## src/rtl/fll_cfg_bridge.sv

```systemverilog
// APB slave bridging 32-bit register accesses onto the FLL four-phase req/ack
// configuration port, with lock synchroniser, sticky timeout status and abort.
module fll_cfg_bridge #(
  parameter int TIMEOUT_CYCLES = 255
) (
  input  logic        clk_i,
  input  logic        rst_i,
  input  logic        psel_i,
  input  logic        penable_i,
  input  logic        pwrite_i,
  input  logic [11:0] paddr_i,
  input  logic [31:0] pwdata_i,
  output logic [31:0] prdata_o,
  output logic        pready_o,
  output logic        pslverr_o,
  output logic        fll_req_o,
  output logic        fll_wrn_o,
  output logic [1:0]  fll_add_o,
  output logic [31:0] fll_data_o,
  input  logic        fll_ack_i,
  input  logic [31:0] fll_r_data_i,
  input  logic        fll_lock_i
);

  typedef enum logic [1:0] {
    IDLE    = 2'd0,
    REQ     = 2'd1,
    ACK_LOW = 2'd2,
    DONE    = 2'd3
  } state_e;

  localparam logic [15:0] TO_CNT = 16'(TIMEOUT_CYCLES);

  state_e      state_q, state_d;
  logic [15:0] cnt_q, cnt_d;
  logic [15:0] cnt_inc_s;
  logic        req_q, req_d;
  logic        pready_q, pready_d;
  logic        pslverr_q, pslverr_d;
  logic [31:0] prdata_q, prdata_d;
  logic        wrn_q, wrn_d;
  logic [1:0]  add_q, add_d;
  logic [31:0] data_q, data_d;
  logic [31:0] rdata_q, rdata_d;
  logic        sticky_q, sticky_d;
  logic        sticky_set_s, sticky_clr_s;
  logic        lock_meta_q, lock_sync_q;
  logic        access_s;
  logic        unused_addr_s;

  assign access_s      = psel_i & penable_i;
  assign cnt_inc_s     = cnt_q + 16'd1;
  assign unused_addr_s = &{1'b0, paddr_i[11:5], paddr_i[1:0]};

  // Next-state, output and status computation
  always_comb begin
    state_d      = state_q;
    cnt_d        = cnt_q;
    req_d        = 1'b0;
    pready_d     = 1'b0;
    pslverr_d    = 1'b0;
    prdata_d     = 32'h0000_0000;
    wrn_d        = wrn_q;
    add_d        = add_q;
    data_d       = data_q;
    rdata_d      = rdata_q;
    sticky_set_s = 1'b0;
    sticky_clr_s = 1'b0;
    case (state_q)
      IDLE: begin
        if (access_s) begin
          if (paddr_i[4] == 1'b0) begin
            // A still-high ack belongs to an aborted transaction; wait it out
            if (fll_ack_i == 1'b0) begin
              state_d = REQ;
              cnt_d   = 16'd0;
              req_d   = 1'b1;
              wrn_d   = ~pwrite_i;
              add_d   = paddr_i[3:2];
              data_d  = pwdata_i;
            end else begin
              state_d = IDLE;
            end
          end else begin
            state_d  = DONE;
            pready_d = 1'b1;
            if (paddr_i[4:2] == 3'b100) begin
              if (pwrite_i) begin
                sticky_clr_s = pwdata_i[1];
              end else begin
                prdata_d = {30'h0000_0000, sticky_q, lock_sync_q};
              end
            end else begin
              pslverr_d = 1'b1;
            end
          end
        end else begin
          state_d = IDLE;
        end
      end
      REQ: begin
        cnt_d = cnt_inc_s;
        if (fll_ack_i) begin
          state_d = ACK_LOW;
          rdata_d = wrn_q ? fll_r_data_i : 32'h0000_0000;
        end else if (cnt_inc_s == TO_CNT) begin
          state_d      = DONE;
          pready_d     = 1'b1;
          pslverr_d    = 1'b1;
          sticky_set_s = 1'b1;
        end else begin
          req_d = 1'b1;
        end
      end
      ACK_LOW: begin
        cnt_d = cnt_inc_s;
        if (fll_ack_i == 1'b0) begin
          state_d  = DONE;
          pready_d = 1'b1;
          prdata_d = rdata_q;
        end else if (cnt_inc_s == TO_CNT) begin
          state_d      = DONE;
          pready_d     = 1'b1;
          pslverr_d    = 1'b1;
          sticky_set_s = 1'b1;
        end else begin
          state_d = ACK_LOW;
        end
      end
      DONE: begin
        state_d = IDLE;
      end
      default: begin
        state_d = IDLE;
      end
    endcase
    sticky_d = (sticky_q & ~sticky_clr_s) | sticky_set_s;
  end

  // State, output registers and lock synchroniser
  always_ff @(posedge clk_i or posedge rst_i) begin
    if (rst_i) begin
      state_q     <= IDLE;
      cnt_q       <= 16'd0;
      req_q       <= 1'b0;
      pready_q    <= 1'b0;
      pslverr_q   <= 1'b0;
      prdata_q    <= 32'h0000_0000;
      wrn_q       <= 1'b1;
      add_q       <= 2'd0;
      data_q      <= 32'h0000_0000;
      rdata_q     <= 32'h0000_0000;
      sticky_q    <= 1'b0;
      lock_meta_q <= 1'b0;
      lock_sync_q <= 1'b0;
    end else begin
      state_q     <= state_d;
      cnt_q       <= cnt_d;
      req_q       <= req_d;
      pready_q    <= pready_d;
      pslverr_q   <= pslverr_d;
      prdata_q    <= prdata_d;
      wrn_q       <= wrn_d;
      add_q       <= add_d;
      data_q      <= data_d;
      rdata_q     <= rdata_d;
      sticky_q    <= sticky_d;
      lock_meta_q <= fll_lock_i;
      lock_sync_q <= lock_meta_q;
    end
  end

  assign prdata_o   = prdata_q;
  assign pready_o   = pready_q;
  assign pslverr_o  = pslverr_q;
  assign fll_req_o  = req_q;
  assign fll_wrn_o  = wrn_q;
  assign fll_add_o  = add_q;
  assign fll_data_o = data_q;

endmodule

```

## config.mk

```make
export PLATFORM = sky130hd
export DESIGN_NAME = fll_cfg_bridge
export DESIGN_NICKNAME = d
export VERILOG_FILES = /design/src/rtl/fll_cfg_bridge.sv
export SDC_FILE = /design/constraint.sdc
export NUM_CORES = 1
export LEC_CHECK = 0
export BUFFER_PORTS_ARGS = -buffer_cell sky130_fd_sc_hd__buf_2
export CAP_MARGIN = 20
export CORE_ASPECT_RATIO = 0.8
export CORE_MARGIN = 4
export CORE_UTILIZATION = 47
export CTS_BUF_LIST = sky130_fd_sc_hd__clkbuf_2
export DETAILED_ROUTE_END_ITERATION = 8
export HOLD_SLACK_MARGIN = 0.06
export PLACE_DENSITY_LB_ADDON = 0.3
export SLEW_MARGIN = 30
export SYNTH_ARGS = -nofsm -noshare
export SYNTH_HDL_FRONTEND = slang
export SYNTH_SLANG_ARGS = --single-unit
```

## constraint.sdc

```tcl
create_clock -name clk_i -period 5.5 [get_ports clk_i]
set_input_delay 0.275 -clock clk_i [delete_from_list [all_inputs] [get_ports clk_i]]
set_output_delay 0.275 -clock clk_i [all_outputs]
set_load 0.005 [all_outputs]
```

==> After elaboration in Yosys (flattened, before gate mapping) <==
Index checks and enable logic that the tools add are counted.
{ "classes": {"n_bitwise": 7, "shift": 0, "add_sub_neg": 1, "div": 0, "order_cmp": 0, "n_eq_ne": 9, "muxes": 42, "n_mul": 0, "n_reduce_logical": 6} }
{ "op_table": {"columns": ["operator", "count"], "rows": [
  ["32-bit two-way mux", 2],
  ["32-bit one-hot mux with 2 select lines", 1],
  ["16-bit two-way mux", 3],
  ["16-bit one-hot mux with 2 select lines", 1],
  ["1-bit two-way mux", 22],
  ["16-bit by 1-bit adder with 16-bit output (second input constant)", 1],
  ["16-bit by 8-bit == test with 1-bit output (second input constant)", 1],
  ["2-bit two-way mux", 8],
  ["2-bit one-hot mux with 4 select lines", 1],
  ["4-bit AND reduction", 2],
  ["2-bit != test (second input constant)", 3],
  ["1-bit one-hot mux with 3 select lines", 2],
  ["2-bit == test (second input constant)", 2],
  ["1-bit inverter", 4],
  ["1-bit one-hot mux with 2 select lines", 2],
  ["3-bit == test (second input constant)", 1],
  ["3-bit != test (second input constant)", 1],
  ["1-bit AND", 2],
  ["2-bit by 1-bit == test with 1-bit output (second input constant)", 1],
  ["2-bit zero test", 1],
  ["2-bit AND reduction", 1],
  ["2-bit nonzero test", 1],
  ["2-bit OR reduction", 1],
  ["1-bit bitwise OR", 1]
]} }
{ "word_totals": {"out_inout_bits": 70, "word_cells": 78, "register_bits": 123, "romBits": 0, "inputBits": 83, "latchBits": 0, "n_memories": 0, "ram_bits": 0} }

==> Depth between registers and ports, before layout <==
Gate-level depths: netlist of the first run.
{ "depth": {"ltp_word": 8, "depth_mapped": 9, "depth_no_buf": 8} }

==> Worst setup path before layout of the first run <==
Ideal clock, no wire load.
{ "synth_path": {"path_kind": "register to register", "startpoint": "reg cnt_q[0]", "endpoint": "reg state_q[0]", "setup_slack_ps": 3118, "synth_period_minus_slack_ps": 2382, "setup_time_ps": 126, "arrival_time_ps": 2256, "required_ps": 5374, "path_buffers": 0, "path_stages_with_launch": 8, "path_cell_list": "dfrtp_1 -> ha_1 -> xnor2_1 -> or4b_1 -> a211o_1 -> nor4_4 -> nor2b_1 -> o32a_1"} }
{ "synth_between": {"elab_chain_len": 5, "word_cells_on_any_way": 6, "cone_classes": "add/sub (1); eq/ne (2); mux (3)"} }
{ "synth_lines": {"columns": ["item", "line_no", "source"], "rows": [
  ["from (decl)", "35", "logic [15:0] cnt_q, cnt_d;"],
  ["from (signal assigned)", "158", "cnt_q <= cnt_d;"],
  ["16-bit by 1-bit adder with 16-bit output (*)", "52", "assign cnt_inc_s = cnt_q + 16'd1;"],
  ["16-bit by 8-bit == test with 1-bit output (*)", "106, 121", null],
  ["1-bit two-way mux", "121", "end else if (cnt_inc_s == TO_CNT) begin"],
  ["1-bit two-way mux", "117", "if (fll_ack_i == 1'b0) begin"],
  ["2-bit one-hot mux with 4 select lines", "69", "case (state_q)"],
  ["to (signal assigned)", "157", "state_q <= state_d;"],
  ["to (decl)", "34", "state_e state_q, state_d;"]
]} }
Mark *: on every way between the ends. The rest lies on a longest branch, timed or not.
A chain may end at the register's enable or synchronous reset.

==> Final worst setup path of the first run <==
Same ends and word-level chain as after synthesis.

==> results_tabular.tex, run 1 <==
\begin{tabular}{lr}
\hline
Metric & Value \\
\hline
\multicolumn{2}{l}{\textbf{Status}} \\
Run status & complete, no violations \\
\multicolumn{2}{l}{\textbf{Route}} \\
DRC violations left & 0 \\
Starting DRC count in detailed routing & about 330 \\
Via-per-instance ratio & 5.233 \\
Post-route antenna net violation count & 0 \\
Total iterations of the first detailed-routing run & 5 \\
Routed length per instance & about 16 um \\
WL final & roughly 13 mm \\
Overall via count from detail\_route & between 4000 and 5000 \\
\multicolumn{2}{l}{\textbf{Synthesis}} \\
Most instantiated library cell after synthesis & sky130\_fd\_sc\_hd\_\_dfrtp\_1 \\
Synth area leaders & sky130\_fd\_sc\_hd\_\_dfrtp\_1 61\%, sky130\_fd\_sc\_hd\_\_mux2\_2 7.6\%, sky130\_fd\_sc\_hd\_\_nand2\_1 6.0\% \\
Syn Std Cell Area & approximately 5000 um2 \\
Yosys warnings & 0 \\
Synth Flop Type & sky130\_fd\_sc\_hd\_\_dfrtp\_1 \\
Share of the yosys chip area belonging to registers & 0.6113 \\
Fraction of post-synthesis cell area in the top cell type by area & 0.6061 \\
Distinct cell type count of the synthesized netlist & 42 \\
Average cell area after synthesis & 11.14 um2 \\
Leading area contributor after synthesis & sky130\_fd\_sc\_hd\_\_dfrtp\_1 \\
Async set-or-reset flop fraction in the synthesized netlist & 1.000 \\
Cells after Synth & 452 \\
Top cells by instance count after synthesis & 122 x sky130\_fd\_sc\_hd\_\_dfrtp\_1, 80 x sky130\_fd\_sc\_hd\_\_nand2\_1, 52 x sky130\_fd\_sc\_hd\_\_o21ai\_0, 34 x sky130\_fd\_sc\_hd\_\_mux2\_2, 31 x sky130\_fd\_sc\_hd\_\_and3\_1 \\
Flip-flop and latch count after synthesis & around 120 \\
Net count of the mapped netlist & between 500 and 600 \\
Number of enable flip-flop cells after synthesis & 0 \\
\multicolumn{2}{l}{\textbf{Min path}} \\
Type of the most critical hold path & input pin to register \\
\multicolumn{2}{l}{\textbf{STA}} \\
Final Hold Violating Endpoints & 0 \\
Share of the clock period used by the worst path & 0.4815 \\
Minimum period implied by the final worst setup slack & 2648 ps \\
Final setup violating endpoints & 0 \\
Count of final max-slew check failures & 0 \\
Worst clock skew & approximately 35 ps \\
RSZ-0062 raised after global routing & no \\
Setup TNS & 0 ps \\
Transition at the pin with the smallest max-transition slack & 971.1 ps \\
Maximum clock frequency & between 300 and 400 MHz \\
Worst slew margin relative to its limit & 0.3526 \\
\multicolumn{2}{l}{\textbf{Worst setup path}} \\
Delay of the slowest cell on the worst path & slightly above 500 ps \\
Critical Path Start Type & register \\
CP max stage cell & sky130\_fd\_sc\_hd\_\_dfrtp\_1 \\
Data arrival time of the worst path & between 3000 and 4000 ps \\
CP Buf/Inv Count & 0 \\
Largest fanout of any net on the critical path & 7 \\
Req. time, crit path & approximately 6000 ps \\
Ordered list of cells on the worst path & ha\_1 -> nand3\_1 -> nor4\_1 -> mux2i\_1 -> nor4\_4 -> nor2b\_1 -> o32a\_1 \\
Crit path kind & register to register \\
Type of destination of the critical path & register \\
Category of cells accounting for the largest share of critical-path delay & simple AND/OR/NAND/NOR gates \\
\multicolumn{2}{l}{\textbf{Place}} \\
Count of buffers from port buffering & 143 \\
Post-DP HPWL & about 7.8 mm \\
Area of placed instances & 5837 um2 \\
Final weighted congestion of routability-driven global placement & just under 0.9 \\
\multicolumn{2}{l}{\textbf{Die}} \\
Area enclosed by the die boundary & about 12000 um2 \\
Horizontal die dimension & around 120 um \\
Placeable Area & between 10000 and 15000 um2 \\
Vertical die dimension & $\sim$100 um \\
Count of standard-cell rows & 33 \\
\# IOs & about 150 \\
Starting density of the core & 0.4861 \\
\multicolumn{2}{l}{\textbf{Global routing}} \\
Remaining global-route overflow & 0 \\
Busiest layer in global routing & met2 \\
Maximum number of pins on one net before global-route repair & 81 \\
Initial antenna violation count & 0 \\
GRT Util Overall & 0.2141 \\
Met1 Usage GRT & 0.2686 \\
GR Util met2 & 0.3511 \\
First-pass GRT wire length & between 20 and 25 mm \\
Via count of the first global-routing pass & 4220 \\
Met3 Use GR & 0.06453 \\
\multicolumn{2}{l}{\textbf{Clock network}} \\
Clock-pin transition on the worst setup and hold timing paths & approximately 220 ps \\
Clock net sink count & between 100 and 150 \\
Clock tree root buffer cell & sky130\_fd\_sc\_hd\_\_clkbuf\_2 \\
Maximum count of clock buffers along a single path & 2 \\
Skew-Pair Late Insertion Delay & approximately 690 ps \\
TritonCTS Buffers & 17 \\
Clock tree from TritonCTS & built \\
Clock H-tree levels & 4 \\
\multicolumn{2}{l}{\textbf{Job}} \\
Max-cap violation count & 0 \\
\multicolumn{2}{l}{\textbf{Power}} \\
Power density over the cells & a little under 400 nW/um2 \\
Maximum ir drop on the vdd rail & $\sim$0.44 mV \\
Reported leakage power & $\sim$0.0034 uW \\
\multicolumn{2}{l}{\textbf{Finish}} \\
Antenna cells & 0 \\
Growth of design area from synthesis to finish & 34.90\% \\
Share of cells above drive strength 1 & 0.3244 \\
Nets@finish & 748 \\
Number of filler cells placed in the layout & $\sim$770 \\
Post-route cell area & $\sim$6800 um2 \\
\hline
\end{tabular}
==> placed cells by master (no fill, tap or decap), types with 2 or more instances in the layout <==
cell / instances
sky130_fd_sc_hd__or2_2: 2
sky130_fd_sc_hd__nor3_1: 2
sky130_fd_sc_hd__clkinvlp_4: 6
sky130_fd_sc_hd__nor2_1: 13
sky130_fd_sc_hd__xnor2_1: 4
sky130_fd_sc_hd__and2_1: 4
sky130_fd_sc_hd__mux2i_1: 3
sky130_fd_sc_hd__nor4_1: 5
sky130_fd_sc_hd__o41ai_1: 3
sky130_fd_sc_hd__clkinv_4: 2
sky130_fd_sc_hd__inv_1: 7
sky130_fd_sc_hd__mux2_2: 34
sky130_fd_sc_hd__o21ai_0: 52
sky130_fd_sc_hd__clkbuf_2: 18
sky130_fd_sc_hd__nand2b_1: 3
sky130_fd_sc_hd__dlygate4sd3_1: 72
sky130_fd_sc_hd__nand2_1: 79
sky130_fd_sc_hd__dfrtp_1: 122
sky130_fd_sc_hd__buf_2: 143
sky130_fd_sc_hd__a31oi_1: 3
sky130_fd_sc_hd__and3_1: 31
sky130_fd_sc_hd__a22o_1: 4
sky130_fd_sc_hd__or3_1: 2
sky130_fd_sc_hd__inv_6: 4
sky130_fd_sc_hd__o31ai_1: 9
sky130_fd_sc_hd__nand3_1: 7
sky130_fd_sc_hd__nand4_1: 5
sky130_fd_sc_hd__a21oi_1: 5
sky130_fd_sc_hd__ha_1: 6
==> registers in the layout (all words and copies together), names as in the netlist <==
signal / cells
fll_data_o: 32
cnt_q: 16
lock_sync_q: 1
pslverr_o: 1
sticky_q: 1
fll_add_o: 2
fll_req_o: 1
state_q: 2
prdata_o: 32
pready_o: 1
fll_wrn_o: 1
rdata_q: 32
lock_meta_q: 1
==> kinds of logic (layout without fill, tap and decap cells) <==
logic type,Yosys count,after routing,share of synthesized area
adder cells (fa/ha/maj),6,6,0.01490
AND/OR/NAND/NOR,160,160,0.1560
XOR/XNOR,5,5,0.008693
multiplexers,37,37,0.08197
AO/OA/AOI/OAI,84,84,0.09911
buffers and inverters,37,257,0.02807
flip-flops,123,123,0.6113
==> area by class of cell <==
class,instances,area (um2),area share
clock buffer,18,90.09,0.01326
clock inverter,14,138.9,0.02044
inverter,8,32.53,0.004787
multi-input combinational,292,1824,0.2685
sequential,123,3079,0.4531
tap,140,175.2,0.02578
timing repair buffer,217,1455,0.2141
==> worst reg2reg max path, delay by kind of cell, from the launching register on <==
family | cells | cell delay (ps)
mux | 1 | 230
fa+ha+maj | 1 | 310
compound gates | 1 | 350
flops | 1 | 510
simple gates | 4 | 1130
==> final timing paths <==
kind	to	cells after the start	slack, ps	from
setup / recovery	state_q[0]	7	2850	cnt_q[0]
hold / removal	state_q[0]	4	140	paddr_i[4]
setup reg to reg	state_q[0]	7	2850	cnt_q[0]
hold reg to reg	lock_sync_q	0	390	lock_meta_q
max in group asynchronous	fll_data_o[5]	4	4230	rst_i
min in group asynchronous	rdata_q[28]	3	170	rst_i
==> metal layers <==
layer	part of all wire	vias up
li1	-	1987
met1	0.41	2030
met2	0.48	206
met3	0.088	26
met4	0.020	0
met5	0	-
==> power by group <==
| group | switching (uW) | total (uW) | internal (uW) | leakage, uW |
|---|---|---|---|---|
| registers | 166 | 1290 | 1130 | 0.00162 |
| clock network | 374 | 547 | 173 | 0.000122 |
| logic | 405 | 773 | 368 | 0.00169 |
| total | 945 | 2610 | 1670 | 0.00343 |
==> repair_timing <==
item	4_1_cts	5_1_grt
buffers inserted	0	0
resized for setup	0	0
endpoints found under the hold margin	117	0
hold buffers	72	0
==> stage by stage <==
step	worst slack [ps]	utilization	total power [uW]	hold WS, ps	std cells
floorplan	1956	-	1839	306.4	452
global placement	2987	0.5632	1988	335.2	708
detailed placement	2946	0.5632	2025	352.3	708
CTS	2893	0.6548	2605	79.08	812
global route	2721	0.6557	2798	76.23	812
finish	2852	0.6557	2613	136.2	812
(Power assumes the default switching activity.)
==> run 2: changes to the inputs <==
Clock period 5.5 ns to 2.2 ns, I/O delays scaled along.
==> run 2 against run 1 <==
Routed wire length rose by 0.61%. Hold slack improved by 56 ps. First-iteration DRC count increased by 6.9%. Via count grew 0.66%. Non-clock buffer count rose by 29. Combinational power rose to 2.9 times the previous value. Critical path type unchanged.
==> results_tabular.tex, run 2 (synthesis results as in run 1) <==
\begin{tabular}{lr}
\hline
Metric & Value \\
\hline
\multicolumn{2}{l}{\textbf{Status}} \\
Run status & complete, no violations \\
\multicolumn{2}{l}{\textbf{Route}} \\
Starting DRC count in detailed routing & 357 (+6.9\%) \\
DRC violations left & 0 (unchanged) \\
Via-per-instance ratio & 5.086 (-2.8\%) \\
Total iterations of the first detailed-routing run & 5 (unchanged) \\
WL final & 13.08 mm (+0.61\%) \\
Overall via count from detail\_route & 4277 (+0.66\%) \\
Post-route antenna net violation count & 0 (unchanged) \\
Routed length per instance & 15.55 um (-2.9\%) \\
\multicolumn{2}{l}{\textbf{Finish}} \\
Nets@finish & 777 (+3.9\%) \\
Antenna cells & 0 (unchanged) \\
Final core utilization & 0.6855 (+0.02982) \\
Number of filler cells placed in the layout & 769 (-0.65\%) \\
Final Non-Filler Cells & 841 (+3.6\%) \\
Commonest non-fill, non-tap cell in the layout & sky130\_fd\_sc\_hd\_\_buf\_2 \\
Total area of multi-input combinational cells & 1864 um2 (+2.2\%) \\
Top library cells by usage in the layout, fill and taps aside & 143 x sky130\_fd\_sc\_hd\_\_buf\_2, 119 x sky130\_fd\_sc\_hd\_\_dfrtp\_1, 84 x sky130\_fd\_sc\_hd\_\_dlygate4sd3\_1 \\
Share of cells above drive strength 1 & 0.3524 (+0.02795) \\
Sequential cell area in the final layout & 3083 um2 (+0.12\%) \\
Growth of design area from synthesis to finish & 41.03\% \\
\multicolumn{2}{l}{\textbf{Global routing}} \\
Remaining global-route overflow & 0 (unchanged) \\
First-pass GRT wire length & 21.28 mm (+3.1\%) \\
Via count of the first global-routing pass & 4442 (+5.3\%) \\
Maximum number of pins on one net before global-route repair & 95 (+17\%) \\
Initial antenna violation count & 0 (unchanged) \\
GRT Util Overall & 0.2190 (+0.004926) \\
\multicolumn{2}{l}{\textbf{Clock network}} \\
TritonCTS Buffers & 17 (unchanged) \\
Clock net sink count & 123 (unchanged) \\
Skew-Pair Late Insertion Delay & 660 ps (-30 ps) \\
Maximum count of clock buffers along a single path & 2 (unchanged) \\
Clock tree root buffer cell & sky130\_fd\_sc\_hd\_\_clkbuf\_2 \\
Clock H-tree levels & 4 (unchanged) \\
Clock tree from TritonCTS & built \\
Clock-pin transition on the worst setup and hold timing paths & 200 ps (-20 ps) \\
\multicolumn{2}{l}{\textbf{Worst setup path}} \\
Type of destination of the critical path & register \\
Data arrival time of the worst path & 2770 ps (-450 ps) \\
Crit path kind & register to register \\
CP max stage cell & sky130\_fd\_sc\_hd\_\_or4b\_1 \\
CP Buf/Inv Count & 1 (+1) \\
Delay of the slowest cell on the worst path & 490 ps (-20 ps) \\
Critical Path Start Type & register \\
Largest fanout of any net on the critical path & 6 (-1) \\
Req. time, crit path & 2790 ps (-3280 ps) \\
Ordered list of cells on the worst path & ha\_2 -> xnor2\_1 -> or4b\_1 -> a211o\_1 -> nor4\_4 -> buf\_4 -> nand2\_2 -> o21ai\_1 \\
Category of cells accounting for the largest share of critical-path delay & simple AND/OR/NAND/NOR gates \\
\multicolumn{2}{l}{\textbf{Place}} \\
Final weighted congestion of routability-driven global placement & 0.8613 (-1.6\%) \\
DP Cell Count & 724 (+2.3\%) \\
Count of buffers from port buffering & 143 (unchanged) \\
Post-DP HPWL & 8.033 mm (+2.8\%) \\
Worst slack at placement & -4.581 ps (-2951 ps) \\
\multicolumn{2}{l}{\textbf{STA}} \\
Transition at the pin with the smallest max-transition slack & 633.1 ps (-338.0 ps) \\
Worst slew margin relative to its limit & 0.5780 (+0.2253) \\
Final setup violating endpoints & 0 (unchanged) \\
Share of the clock period used by the worst path & 0.9894 (+0.5080) \\
Worst Slack Setup Final & 23.22 ps (-2829 ps) \\
Final Hold Violating Endpoints & 0 (unchanged) \\
Worst clock skew & 23.34 ps (-12.03 ps) \\
Maximum clock frequency & 459.4 MHz (+22\%) \\
RSZ-0062 raised after global routing & yes \\
Minimum period implied by the final worst setup slack & 2177 ps (-471.3 ps) \\
Count of final max-slew check failures & 0 (unchanged) \\
\multicolumn{2}{l}{\textbf{Die}} \\
Horizontal die dimension & 123.7 um (unchanged) \\
Placeable Area & 10360 um2 (unchanged) \\
Area enclosed by the die boundary & 12450 um2 (unchanged) \\
Vertical die dimension & 100.6 um (unchanged) \\
Count of standard-cell rows & 33 (unchanged) \\
Starting density of the core & 0.4861 (unchanged) \\
\# IOs & 153 (unchanged) \\
\multicolumn{2}{l}{\textbf{Power}} \\
Power density over the cells & 986.3 nW/um2 (+160\%) \\
Maximum ir drop on the vdd rail & 0.6469 mV (+48\%) \\
Reported leakage power & 0.003587 uW (+4.6\%) \\
\multicolumn{2}{l}{\textbf{Job}} \\
Max-cap violation count & 0 (unchanged) \\
\multicolumn{2}{l}{\textbf{Min path}} \\
Type of the most critical hold path & input pin to register \\
\hline
\end{tabular}
[run 2: cell count changes in the layout (fill, tap and decap cells not counted), moves of 3 or more]
| cell | previous run | this run |
|---|---|---|
| sky130_fd_sc_hd__dfrtp_2 | 0 | 3 |
| sky130_fd_sc_hd__dfrtp_1 | 122 | 119 |
| sky130_fd_sc_hd__buf_4 | 1 | 17 |
| sky130_fd_sc_hd__dlygate4sd3_1 | 72 | 84 |
[run 2: power by group]
group | internal (uW) | switching [uW] | total (uW)
combinational | 1140 | 1130 | 2270
sequential | 2940 | 447 | 3390
clock | 423 | 923 | 1350
[run 2: final cells by class]
type | instances | area share
Clock inverter | 15 | 0.01955
Sequential cell | 123 | 0.4340
Timing Repair Buffer | 246 | 0.2427
Inverter | 8 | 0.004755
Multi-Input combinational cell | 292 | 0.2624
Tap cell | 140 | 0.02466
Clock buffer | 17 | 0.01198
[run 2: repair_timing]
action	4_1_cts	5_1_grt
endpoints found under the hold margin	199	0
resized for setup	0	15
endpoints found under the setup margin	5	19
hold buffers	84	0
pin swaps	1	1
setup buffers	0	1
[run 2: worst register-to-register path, delay by kind of cell, from the launching register on]
family                   cells  cell delay [ps]
AO/OA/AOI/OAI                2              430
XOR/XNOR                     1              120
adder cells (fa/ha/maj)      1              220
buffers and inverters        1              190
flip-flops                   1              420
AND/OR/NAND/NOR              3              740
[run 2: path summary, 6_finish.rpt]
check / start / to / slack [ps] / cells after the start
max: cnt_q[1] / sticky_q / 20 / 8
min: pwdata_i[29] / fll_data_o[29] / 190 / 3
max reg2reg: cnt_q[1] / sticky_q / 20 / 8
min reg2reg: lock_meta_q / lock_sync_q / 380 / 0
max in group asynchronous: rst_i / cnt_q[5] / 1090 / 5
min in group asynchronous: rst_i / prdata_o[10] / 670 / 5
[run 2: per-layer routing]
layer | global-route usage | up-vias | wire length, um
li1 | - | 2049 | -
met3 | 0.06790 | 16 | 940
met1 | 0.2787 | 2051 | 5681
met2 | 0.3627 | 161 | 6293
met4 | 0.06213 | 0 | 162
met5 | 0 | - | 0
[run 2: through the flow]
step | total power (uW) | hold WS (ps) | TNS [ps] | area, um2
6_report | 7007 | 192.2 | 0 | 7104
5_1_grt | 7547 | 78.76 | -183.7 | 7104
4_1_cts | 6990 | 129.4 | 0 | 7051
3_5_place_dp | 5484 | 220.6 | -8.491 | 5986
3_3_place_gp | 5385 | 220.7 | 0 | 5986
2_1_floorplan | 4598 | 141.4 | -27.72 | 5044
